==> src/rtl/lockstep_pkg.sv <==
// Shared constants for the lockstep barrier unit and the lockstep controller.
package lockstep_pkg;

  localparam logic [31:0] DEFAULT_BASE_ADDR = 32'h1020_2500;

  localparam int unsigned OFF_TARGET     = 0;
  localparam int unsigned OFF_ARRIVE     = 4;
  localparam int unsigned BARRIER_STRIDE = 8;

  localparam int unsigned MAX_CORES    = 8;
  localparam int unsigned MAX_BARRIERS = 8;

  typedef enum logic [1:0] {
    REG_NONE,
    REG_TARGET,
    REG_ARRIVE
  } reg_sel_e;

endpackage

==> src/rtl/barrier_slice.sv <==
// One barrier: target mask, arrived mask and a registered match pulse.
module barrier_slice #(
  parameter int unsigned NB_CORES = 8
) (
  input  logic                clk_i,
  input  logic                rst_ni,
  input  logic                wr_target_i,
  input  logic                wr_arrive_i,
  input  logic [2:0]          core_idx_i,
  input  logic [NB_CORES-1:0] wdata_i,
  output logic [NB_CORES-1:0] target_o,
  output logic [NB_CORES-1:0] arrived_o,
  output logic                match_next_o,
  output logic                match_o
);

  logic [NB_CORES-1:0] target_q;
  logic [NB_CORES-1:0] arrived_q;
  logic [NB_CORES-1:0] arrive_bit;
  logic [NB_CORES-1:0] arrived_next;
  logic                match_q;

  always_comb begin
    arrive_bit = '0;
    if (wr_arrive_i) begin
      for (int unsigned c = 0; c < NB_CORES; c++) begin
        // Only cores that are part of the current target may arrive.
        if (core_idx_i == 3'(c)) arrive_bit[c] = target_q[c];
      end
    end
    arrived_next = wr_target_i ? '0 : (arrived_q | arrive_bit);
    match_next_o = (arrived_next == target_q) && (target_q != '0);
  end

  always_ff @(posedge clk_i or negedge rst_ni) begin
    if (!rst_ni) begin
      target_q  <= '0;
      arrived_q <= '0;
      match_q   <= 1'b0;
    end else begin
      if (wr_target_i) target_q <= wdata_i;
      arrived_q <= match_next_o ? '0 : arrived_next;
      match_q   <= match_next_o;
    end
  end

  assign target_o  = target_q;
  assign arrived_o = arrived_q;
  assign match_o   = match_q;

endmodule

==> src/rtl/lockstep_barrier_unit.sv <==
// Memory-mapped barrier unit: per-barrier TARGET/ARRIVE registers, match and wake-up pulses.
module lockstep_barrier_unit
  import lockstep_pkg::*;
#(
  parameter int unsigned NB_CORES    = 8,
  parameter int unsigned NB_BARRIERS = 8,
  parameter int unsigned ID_WIDTH    = 5,
  parameter logic [31:0] BASE_ADDR   = DEFAULT_BASE_ADDR
) (
  input  logic                clk_i,
  input  logic                rst_ni,
  input  logic                req_i,
  input  logic [31:0]         addr_i,
  input  logic                wen_i,
  input  logic [31:0]         wdata_i,
  input  logic [3:0]          be_i,
  input  logic [ID_WIDTH-1:0] id_i,
  output logic                gnt_o,
  output logic                r_valid_o,
  output logic                r_opc_o,
  output logic [ID_WIDTH-1:0] r_id_o,
  output logic [31:0]         r_rdata_o,
  output logic [7:0]          barrier_matched_o,
  output logic [NB_CORES-1:0] event_o
);

  reg_sel_e            sel;
  logic [2:0]          bidx;
  logic [31:0]         rdata_d;
  logic [NB_CORES-1:0] event_d;

  logic [NB_BARRIERS-1:0] wr_target;
  logic [NB_BARRIERS-1:0] wr_arrive;
  logic [NB_BARRIERS-1:0] match_next;
  logic [NB_BARRIERS-1:0] match_q;
  logic [NB_CORES-1:0]    target  [NB_BARRIERS];
  logic [NB_CORES-1:0]    arrived [NB_BARRIERS];

  logic unused_inputs;
  assign unused_inputs = ^{be_i, wdata_i};

  assign gnt_o   = 1'b1;
  assign r_opc_o = 1'b0;

  always_comb begin
    sel  = REG_NONE;
    bidx = addr_i[5:3];
    if (req_i && (addr_i[31:6] == BASE_ADDR[31:6]) && (32'(bidx) < NB_BARRIERS)) begin
      if (addr_i[2:0] == 3'(OFF_TARGET))      sel = REG_TARGET;
      else if (addr_i[2:0] == 3'(OFF_ARRIVE)) sel = REG_ARRIVE;
    end
  end

  always_comb begin
    wr_target = '0;
    wr_arrive = '0;
    rdata_d   = '0;
    event_d   = '0;
    for (int unsigned b = 0; b < NB_BARRIERS; b++) begin
      if (bidx == 3'(b)) begin
        wr_target[b] = (sel == REG_TARGET) && !wen_i;
        wr_arrive[b] = (sel == REG_ARRIVE) && !wen_i;
        if (wen_i && sel == REG_TARGET) rdata_d[NB_CORES-1:0] = target[b];
        if (wen_i && sel == REG_ARRIVE) rdata_d[NB_CORES-1:0] = arrived[b];
      end
      if (match_next[b]) event_d = event_d | target[b];
    end
  end

  for (genvar g = 0; g < NB_BARRIERS; g++) begin : g_slice
    barrier_slice #(
      .NB_CORES(NB_CORES)
    ) u_slice (
      .clk_i        (clk_i),
      .rst_ni       (rst_ni),
      .wr_target_i  (wr_target[g]),
      .wr_arrive_i  (wr_arrive[g]),
      .core_idx_i   (wdata_i[2:0]),
      .wdata_i      (wdata_i[NB_CORES-1:0]),
      .target_o     (target[g]),
      .arrived_o    (arrived[g]),
      .match_next_o (match_next[g]),
      .match_o      (match_q[g])
    );
  end

  always_comb begin
    barrier_matched_o = '0;
    barrier_matched_o[NB_BARRIERS-1:0] = match_q;
  end

  always_ff @(posedge clk_i or negedge rst_ni) begin
    if (!rst_ni) begin
      r_valid_o <= 1'b0;
      r_id_o    <= '0;
      r_rdata_o <= '0;
      event_o   <= '0;
    end else begin
      r_valid_o <= req_i;
      if (req_i) r_id_o <= id_i;
      r_rdata_o <= rdata_d;
      event_o   <= event_d;
    end
  end

endmodule

==> config.mk <==
export PLATFORM = sky130hd
export DESIGN_NAME = lockstep_barrier_unit
export DESIGN_NICKNAME = d
export VERILOG_FILES = /design/src/rtl/lockstep_pkg.sv /design/src/rtl/barrier_slice.sv /design/src/rtl/lockstep_barrier_unit.sv
export SDC_FILE = /design/constraint.sdc
export NUM_CORES = 1
export LEC_CHECK = 0
export ABC_AREA = 1
export CAP_MARGIN = 20
export CELL_PAD_IN_SITES_DETAIL_PLACEMENT = 1
export CELL_PAD_IN_SITES_GLOBAL_PLACEMENT = 2
export CORE_MARGIN = 2
export CORE_UTILIZATION = 28
export CTS_CLUSTER_DIAMETER = 200
export DETAILED_ROUTE_END_ITERATION = 10
export PLACE_DENSITY = 0.76
export SLEW_MARGIN = 15
export SYNTH_ARGS = -nofsm -noshare
export SYNTH_HDL_FRONTEND = slang
export SYNTH_SLANG_ARGS = --single-unit
==> constraint.sdc <==
create_clock -name clk_i -period 1.53 [get_ports clk_i]
set_input_delay 0.2295 -clock clk_i [delete_from_list [all_inputs] [get_ports clk_i]]
set_output_delay 0.2295 -clock clk_i [all_outputs]
set_load 0.005 [all_outputs]
==> implementation parameters, run 1 <==
Parameter                              Value

Worst setup path
  Category of the critical setup timing path    in2reg
  Worst R2R Setup Slack    -0.45 ns
  Most frequent cell on the critical path    sky130_fd_sc_hd__nand2_1
  Cells along the critical path    buf_6 > nor2_2 > nand2_1 > nor2_2 > nand2_2 > nor2_8 > buf_4 > buf_8 > nand4_2 > buf_12 > buf_4 > nand2_1 > nand2_1 > nand2_2 > nor2_4 > buf_4 > nand4_1 > nand2_1 > nor2_2 > nand3_1
  Slowest stage delay, CP    0.19 ns
  Required time at the endpoint of the critical path    1.88 ns
  Worst R2R Start    g_slice[4].u_slice.target_o[4]$_DFFE_PN0P_
  Maximum fanout along the worst path    11
  Startpoint of the most critical setup path    addr_i[14]
  Critical path endpoint    event_o[5]$_DFF_PN0_
  Slowest cell on the critical path    sky130_fd_sc_hd__nand4_1
  Critical path capture point type    register
  Reg2reg path depth    12
  Kind of start point of the critical path    input pin
  Crit path DAT    2.62 ns
  Worst flop-to-flop path endpoint    event_o[7]$_DFF_PN0_

Synthesis
  Synth warn    0
  Area fraction of the dominant cell type after synthesis    0.386
  Xor-xnor portion of the synthesized cell area    0.000856
  Post-synthesis compound-gate area fraction    0.106
  Post-synth design cell area    10200 µm²
  Top post-synthesis cells by area    sky130_fd_sc_hd__dfrtp_1 39%, sky130_fd_sc_hd__nand2_1 16%, sky130_fd_sc_hd__inv_1 7.4%, sky130_fd_sc_hd__nor2_1 7.2%, sky130_fd_sc_hd__nand3_1 6.2%
  Post-synthesis cell count    1524
  Async set or reset register ratio after synthesis    1.00
  Number of enable flip-flop cells after synthesis    0
  Area leader, netlist    sky130_fd_sc_hd__dfrtp_1
  Share of synthesized cell area in full adder, half adder and majority cells    0
  Proportion of synthesized chip area in sequential cells    0.386
  Synth Area per Inst    6.71 µm²
  Most used DFF post-synth    sky130_fd_sc_hd__dfrtp_1
  Number of flip-flops and latches in the synthesized netlist    158
  Cell variety after synth    43
  Fraction of synthesized area in multiplexers    0.00550
  Synthesized-area fraction occupied by and/or/nand/nor cells    0.375
  Main combinational cell family by area after synthesis    simple AND/OR/NAND/NOR gates

Floorplan
  Effective utilization at floorplan    0.282
  Std-Cell Rows    70
  Die area    38100 µm²
  Boundary pin count    133
  Core Region    36300 µm²
  X dimension of the die    195 µm
  Vert. Die Dim    195 µm

Clocking
  Htree depth    4
  Source-to-sink clock delay at the later pin of the worst-skew pair    0.46 ns
  Maximum number of buffers from clock root to sink    2
  Clock Sinks    158
  Number of buffers inserted during clock tree synthesis    17
  Register clock-pin slew on the reported worst setup and hold paths    0.07 ns
  Clock tree from TritonCTS    built
  CTS Root Buffer Type    sky130_fd_sc_hd__clkbuf_16

Finish
  Diode insertion count for antenna repair    0
  Leading cell types in the layout, fill and taps excluded    438 x sky130_fd_sc_hd__buf_4, 312 x sky130_fd_sc_hd__nand2_1, 171 x sky130_fd_sc_hd__inv_1, 158 x sky130_fd_sc_hd__dfrtp_1, 119 x sky130_fd_sc_hd__nor2_1
  Final standard cell utilization of the core    0.486
  Fraction of layout instances using a drive strength above 1    0.450
  Relative area change from synthesis to final layout    72.1%
  Layout Nets    2144
  Most common cell after layout, fill and taps aside    sky130_fd_sc_hd__buf_4

Timing
  RSZ-0062 raised after global routing    yes
  Shortest clock period the worst path allows after layout    2.28 ns
  Max Slew Vio Count    0
  Setup ws final    -0.745 ns
  Highest clock frequency the design can meet    439 MHz
  Total setup violations reported at the end of the flow    95
  Count of final hold-check violations    0
  Max Clock Skew    0.0113 ns
  Period utilisation layout    1.49

Routing
  Length of routed met2 wiring    26600 µm
  DRC Markers    0
  Highest signal layer in the routed design    met4
  Routed wl met3    3760 µm
  DR vias    13100
  Initial DRC count    852
  First-pass iteration count of the detailed router    5
  Detail Route Antenna Nets    0
  Routed metal-1 wirelength    23000 µm
  Detailed Route WL    55900 µm
  Via/cell ratio    5.13
  Average routed wire per standard cell    21.9 µm

Pwr
  Peak ir drop on the vdd network    0.784 mV
  Leakage dissipation    8.90 nW
  Total Power Consumption    10.0 mW
  P per Cell Area    569 nW/µm²

Global routing
  Number of global-route vias before repair    13700
  Number of antenna violations at the first check in global routing    2
  Global-route congestion overflow total    0
  All-Layer GR Usage    0.286
  Maximum number of pins on one net before global-route repair    50
  Wire length of the first global-routing pass    81400 µm

Worst hold path
  Worst hold-check path type    in2reg

Job
  Count of maximum capacitance violations    0

Placed design
  # port buffers    78
  HPWL Detailed    40400 µm
  Last weighted congestion value of the routability-driven placer    0.966

Run status
  Violated checks    negative setup slack
  Outcome    complete, but fails checks
## logic make-up (layout without fill, tap and decap cells)
logic type                after synthesis  after routing
buffers and inverters                 298            828
AOI/OAI and AO/OA                     183            183
muxes                                   5              5
other                                   2             26
and+or+nand+nor                       877            879
xor gates and xnor gates                1              1
DFF                                   158            158
## per-stage QoR
step	TNS, ns	hold WS [ns]	setup slack, ns	area [µm²]	cells
2_1_floorplan	-42.11	-0.0661	-0.625	10700	1548
3_3_place_gp	-179.70	0.157	-1.97	14700	2413
3_5_place_dp	-185.17	0.161	-1.99	14700	2413
4_1_cts	-40.69	0.0811	-0.636	16500	2513
5_1_grt	-63.25	0.102	-0.867	17600	2548
6_report	-50.19	0.113	-0.745	17600	2548
## power by group
part           switching (mW)  internal, mW  total [mW]
clock network            2.09          2.64        4.74
logic                   0.643         0.423        1.07
registers             0.00996          4.20        4.21
total                    2.75          7.27        10.0
## how the worst min path moves through the flow
stage	start	to	slack (ns)	cells after the start
after global routing	req_i	r_valid_o$_DFF_PN0_	0.10	2
after detailed placement	rst_ni	g_slice[0].u_slice.arrived_o[4]$_DFF_PN0_	0.16	1
after global placement	rst_ni	g_slice[0].u_slice.arrived_o[4]$_DFF_PN0_	0.16	1
after floorplan	rst_ni	event_o[0]$_DFF_PN0_	-0.07	0
final	req_i	r_valid_o$_DFF_PN0_	0.11	2
after CTS	req_i	r_valid_o$_DFF_PN0_	0.08	2
## critical path: cells and delay by family
| family | cells | cell delay [ns] |
|---|---|---|
| buffers and inverters | 6 | 0.83 |
| and+or+nand+nor | 14 | 1.54 |
## synth_stat cells (7+ instances only)
cell                       number
sky130_fd_sc_hd__nand4_1       52
sky130_fd_sc_hd__nor2_2        17
sky130_fd_sc_hd__clkbuf_1      32
sky130_fd_sc_hd__o211ai_1      15
sky130_fd_sc_hd__buf_2         17
sky130_fd_sc_hd__nand2_1      435
sky130_fd_sc_hd__nand3_1      126
sky130_fd_sc_hd__nor4_1         9
sky130_fd_sc_hd__buf_4         35
sky130_fd_sc_hd__inv_1        202
sky130_fd_sc_hd__o21ai_0       76
sky130_fd_sc_hd__o221ai_1      14
sky130_fd_sc_hd__a21oi_1       37
sky130_fd_sc_hd__nor3_1        19
sky130_fd_sc_hd__o22ai_1       21
sky130_fd_sc_hd__nor2_4         7
sky130_fd_sc_hd__dfrtp_1      158
sky130_fd_sc_hd__nor2_1       197
## registers in the layout (all words and copies together), names as in the netlist
signal and cells:
r_rdata_o 8, g_slice.u_slice.arrived_o 64, g_slice.u_slice.target_o 64, event_o 8, r_id_o 5, g_slice.u_slice.match_o 8
r_valid_o 1
## layout make-up
| cell class | instances | area (µm²) |
|---|---|---|
| clock inverter | 14 | 183 |
| fill | 4492 | 18600 |
| tap | 468 | 586 |
| inverter | 210 | 852 |
| multi-input combinational | 1094 | 6510 |
| timing repair buffer | 584 | 5080 |
| clock buffer | 18 | 439 |
| sequential | 158 | 3950 |
| timing repair inverter | 2 | 13.8 |
## per-layer routing
metal,GRT usage,vias up
met4,0.129,0
met5,0,-
met3,0.0477,119
met1,0.365,6521
met2,0.475,467
li1,-,5965
## what timing repair did
action / 4_1_cts / 5_1_grt
gates resized for setup: 355 / 245
endpoints found under the hold margin: 25 / 0
pin swaps: 112 / 139
hold buffers: 1 / 0
cloned: 8 / 5
setup buffers: 64 / 33
setup endpoints to repair: 179 / 98
Power figures use the tool's default switching activity.
==> inputs of run 2 (changes only) <==
--- a/config.mk
+++ b/config.mk
@@ -14,6 +14,7 @@
 export CTS_CLUSTER_DIAMETER = 200
 export DETAILED_ROUTE_END_ITERATION = 10
 export PLACE_DENSITY = 0.76
+export SKIP_LAST_GASP = 1
 export SLEW_MARGIN = 15
 export SYNTH_ARGS = -nofsm -noshare
 export SYNTH_HDL_FRONTEND = slang
==> run 2 against run 1 <==
  * Register-to-register slack worse by 0.03 ns
  * Critical path depth is 2 lower
  * Highest routed layer unchanged
  * Flip-flop and latch count stayed put
  * Clock skew is 0.0015 ns higher
  * The flow still finishes with violations (negative setup slack)
  * Hold slack hardly changed
  * Sequential share of layout area is 0.27 points higher
  * Maximum frequency is 0.99% higher
  * Sequential power hardly changed
  * Count of clock-buffer cells in the layout stayed put
  * Combinational power hardly changed
==> implementation parameters, run 2 (synthesis gave the netlist of run 1 again) <==
Parameter                              Value

Run status
  Outcome    complete, but fails checks
  Violated checks    negative setup slack

Pwr
  Leakage dissipation    8.83 nW (-0.78%)
  P per Cell Area    573 nW/µm² (+0.75%)
  Peak ir drop on the vdd network    0.778 mV (-0.82%)

Worst setup path
  Maximum fanout along the worst path    7 (-4)
  Kind of start point of the critical path    input pin
  Critical path capture point type    register
  Required time at the endpoint of the critical path    1.93 ns (+0.05 ns)
  Crit path DAT    2.65 ns (+0.03 ns)
  Reg2reg path depth    12 (unchanged)
  Worst flop-to-flop path endpoint    event_o[7]$_DFF_PN0_
  Worst R2R Start    g_slice[4].u_slice.target_o[4]$_DFFE_PN0P_
  Worst R2R Setup Slack    -0.48 ns (-0.03 ns)
  Category of the critical setup timing path    in2reg

Timing
  Max Slew Vio Count    0 (unchanged)
  Hold slack    0.113 ns (-0.000163 ns)
  Period utilisation layout    1.47 (-0.0146)
  Highest clock frequency the design can meet    444 MHz (+0.99%)
  Setup ws final    -0.723 ns (+0.0223 ns)
  Total setup violations reported at the end of the flow    92 (-3.2%)
  RSZ-0062 raised after global routing    yes
  Count of final hold-check violations    0 (unchanged)
  Shortest clock period the worst path allows after layout    2.25 ns (-0.0223 ns)
  Max Clock Skew    0.0129 ns (+0.00153 ns)

Clocking
  Number of buffers inserted during clock tree synthesis    17 (unchanged)
  Clock Sinks    158 (unchanged)
  Register clock-pin slew on the reported worst setup and hold paths    0.07 ns (about the same)
  Htree depth    4 (unchanged)
  CTS Root Buffer Type    sky130_fd_sc_hd__clkbuf_16
  Clock tree from TritonCTS    built
  Source-to-sink clock delay at the later pin of the worst-skew pair    0.46 ns (about the same)
  Maximum number of buffers from clock root to sink    2 (unchanged)

Finish
  Post-Layout Cell Count    2542 (-0.24%)
  Most common cell after layout, fill and taps aside    sky130_fd_sc_hd__buf_4
  Diode insertion count for antenna repair    0 (unchanged)
  Fill cell count    4514 (+0.49%)
  Final instance area    17400 µm² (-1.2%)
  Fraction of layout instances using a drive strength above 1    0.431 (-0.0194)
  Leading cell types in the layout, fill and taps excluded    433 x sky130_fd_sc_hd__buf_4, 327 x sky130_fd_sc_hd__nand2_1, 176 x sky130_fd_sc_hd__inv_1, 158 x sky130_fd_sc_hd__dfrtp_1, 126 x sky130_fd_sc_hd__nor2_1
  Layout Nets    2138 (-0.28%)
  Relative area change from synthesis to final layout    70.0%

Routing
  Average routed wire per standard cell    21.7 µm (-1.3%)
  Via/cell ratio    5.13 (about the same)
  First-pass iteration count of the detailed router    4 (-1)
  Detailed Route WL    55100 µm (-1.5%)
  DRC Markers    0 (unchanged)
  Initial DRC count    904 (+6.1%)
  Detail Route Antenna Nets    0 (unchanged)
  DR vias    13000 (-0.18%)

Placed design
  Placed cell area    14700 µm² (unchanged)
  Post-Place Cells    2413 (unchanged)
  # port buffers    78 (unchanged)
  Last weighted congestion value of the routability-driven placer    0.966 (unchanged)
  HPWL Detailed    40400 µm (unchanged)

Global routing
  All-Layer GR Usage    0.286 (-0.000335)
  Number of global-route vias before repair    13600 (-0.29%)
  Global-route congestion overflow total    0 (unchanged)
  Wire length of the first global-routing pass    81300 µm (-0.12%)
  Number of antenna violations at the first check in global routing    2 (unchanged)
  Maximum number of pins on one net before global-route repair    50 (unchanged)

Floorplan
  Core Region    36300 µm² (unchanged)
  Die area    38100 µm² (unchanged)
  Effective utilization at floorplan    0.282 (unchanged)
  Std-Cell Rows    70 (unchanged)
  X dimension of the die    195 µm (unchanged)
  Boundary pin count    133 (unchanged)
  Vert. Die Dim    195 µm (unchanged)

Worst hold path
  Cell count of the worst hold path    2 (unchanged)
  Worst hold-check path type    in2reg
  Hold Crit Endpoint    r_valid_o$_DFF_PN0_
  Critical hold path startpoint    req_i

Job
  Count of maximum capacitance violations    0 (unchanged)
run 2: worst max-delay path, stage by stage:
cell	delay [ns]
sky130_fd_sc_hd__buf_6	0.10
sky130_fd_sc_hd__nor2_2	0.10
sky130_fd_sc_hd__nand2_1	0.10
sky130_fd_sc_hd__nor2_2	0.10
sky130_fd_sc_hd__nand2_2	0.09
sky130_fd_sc_hd__nor2_8	0.19
sky130_fd_sc_hd__nand3_4	0.19
sky130_fd_sc_hd__nor2_4	0.27
sky130_fd_sc_hd__nand2_1	0.08
sky130_fd_sc_hd__nand2_1	0.09
sky130_fd_sc_hd__nand2_2	0.06
sky130_fd_sc_hd__nand2_1	0.09
sky130_fd_sc_hd__nand2_2	0.07
sky130_fd_sc_hd__nor2_4	0.21
sky130_fd_sc_hd__nand4_1	0.34
sky130_fd_sc_hd__nand2_1	0.16
sky130_fd_sc_hd__nor2_1	0.06
sky130_fd_sc_hd__nand3_1	0.09
run 2: metal layers:
| metal | share of wire | track usage |
|---|---|---|
| met1 | 0.42 | 0.368 |
| met2 | 0.48 | 0.473 |
| met3 | 0.058 | 0.0454 |
| met4 | 0.046 | 0.128 |
| met5 | 0 | 0 |
run 2: metrics by stage:
step / setup TNS [ns] / total power [mW] / util / setup slack, ns
finish: -53.11 / 9.97 / 0.480 / -0.723
global route: -64.80 / 10.2 / 0.480 / -0.861
CTS: -41.11 / 10.0 / 0.454 / -0.636
detailed placement: -185.17 / 5.23 / 0.404 / -1.99
global placement: -179.70 / 5.22 / 0.404 / -1.97
floorplan: -42.11 / 4.58 / - / -0.625
run 2: final cells by class:
cell class              count  area (µm²)  share of cell area
repair buffers            579        5020               0.288
multi-input cells        1094        6380               0.367
repair inverters            1        7.51            0.000431
clock buffers              18         439              0.0252
well taps                 468         586              0.0336
inverters                 210         835              0.0480
clock inverters            14         183              0.0105
flip-flops and latches    158        3950               0.227
run 2: repair_timing:
action                                 in CTS  in global routing
pin swaps                                 112                121
resized for setup                         346                203
endpoints found under the hold margin      25                  0
hold buffers                                1                  0
buffers inserted                           64                 32
gates cloned                                8                  1
setup endpoints to repair                 179                 98
run 2: worst max-delay path by stage:
stage,to,start,depth (start not counted)
floorplan,event_o[6]$_DFF_PN0_,addr_i[10],21
global placement,event_o[7]$_DFF_PN0_,addr_i[10],20
detailed placement,event_o[7]$_DFF_PN0_,addr_i[10],20
CTS,event_o[1]$_DFF_PN0_,addr_i[18],22
global route,event_o[1]$_DFF_PN0_,addr_i[14],20
finish,event_o[7]$_DFF_PN0_,addr_i[14],18
run 2: power by group:
part	internal, mW	switching, mW
Sequential	4.20	0.00999
Combinational	0.417	0.634
Clock	2.64	2.06
Total	7.26	2.71
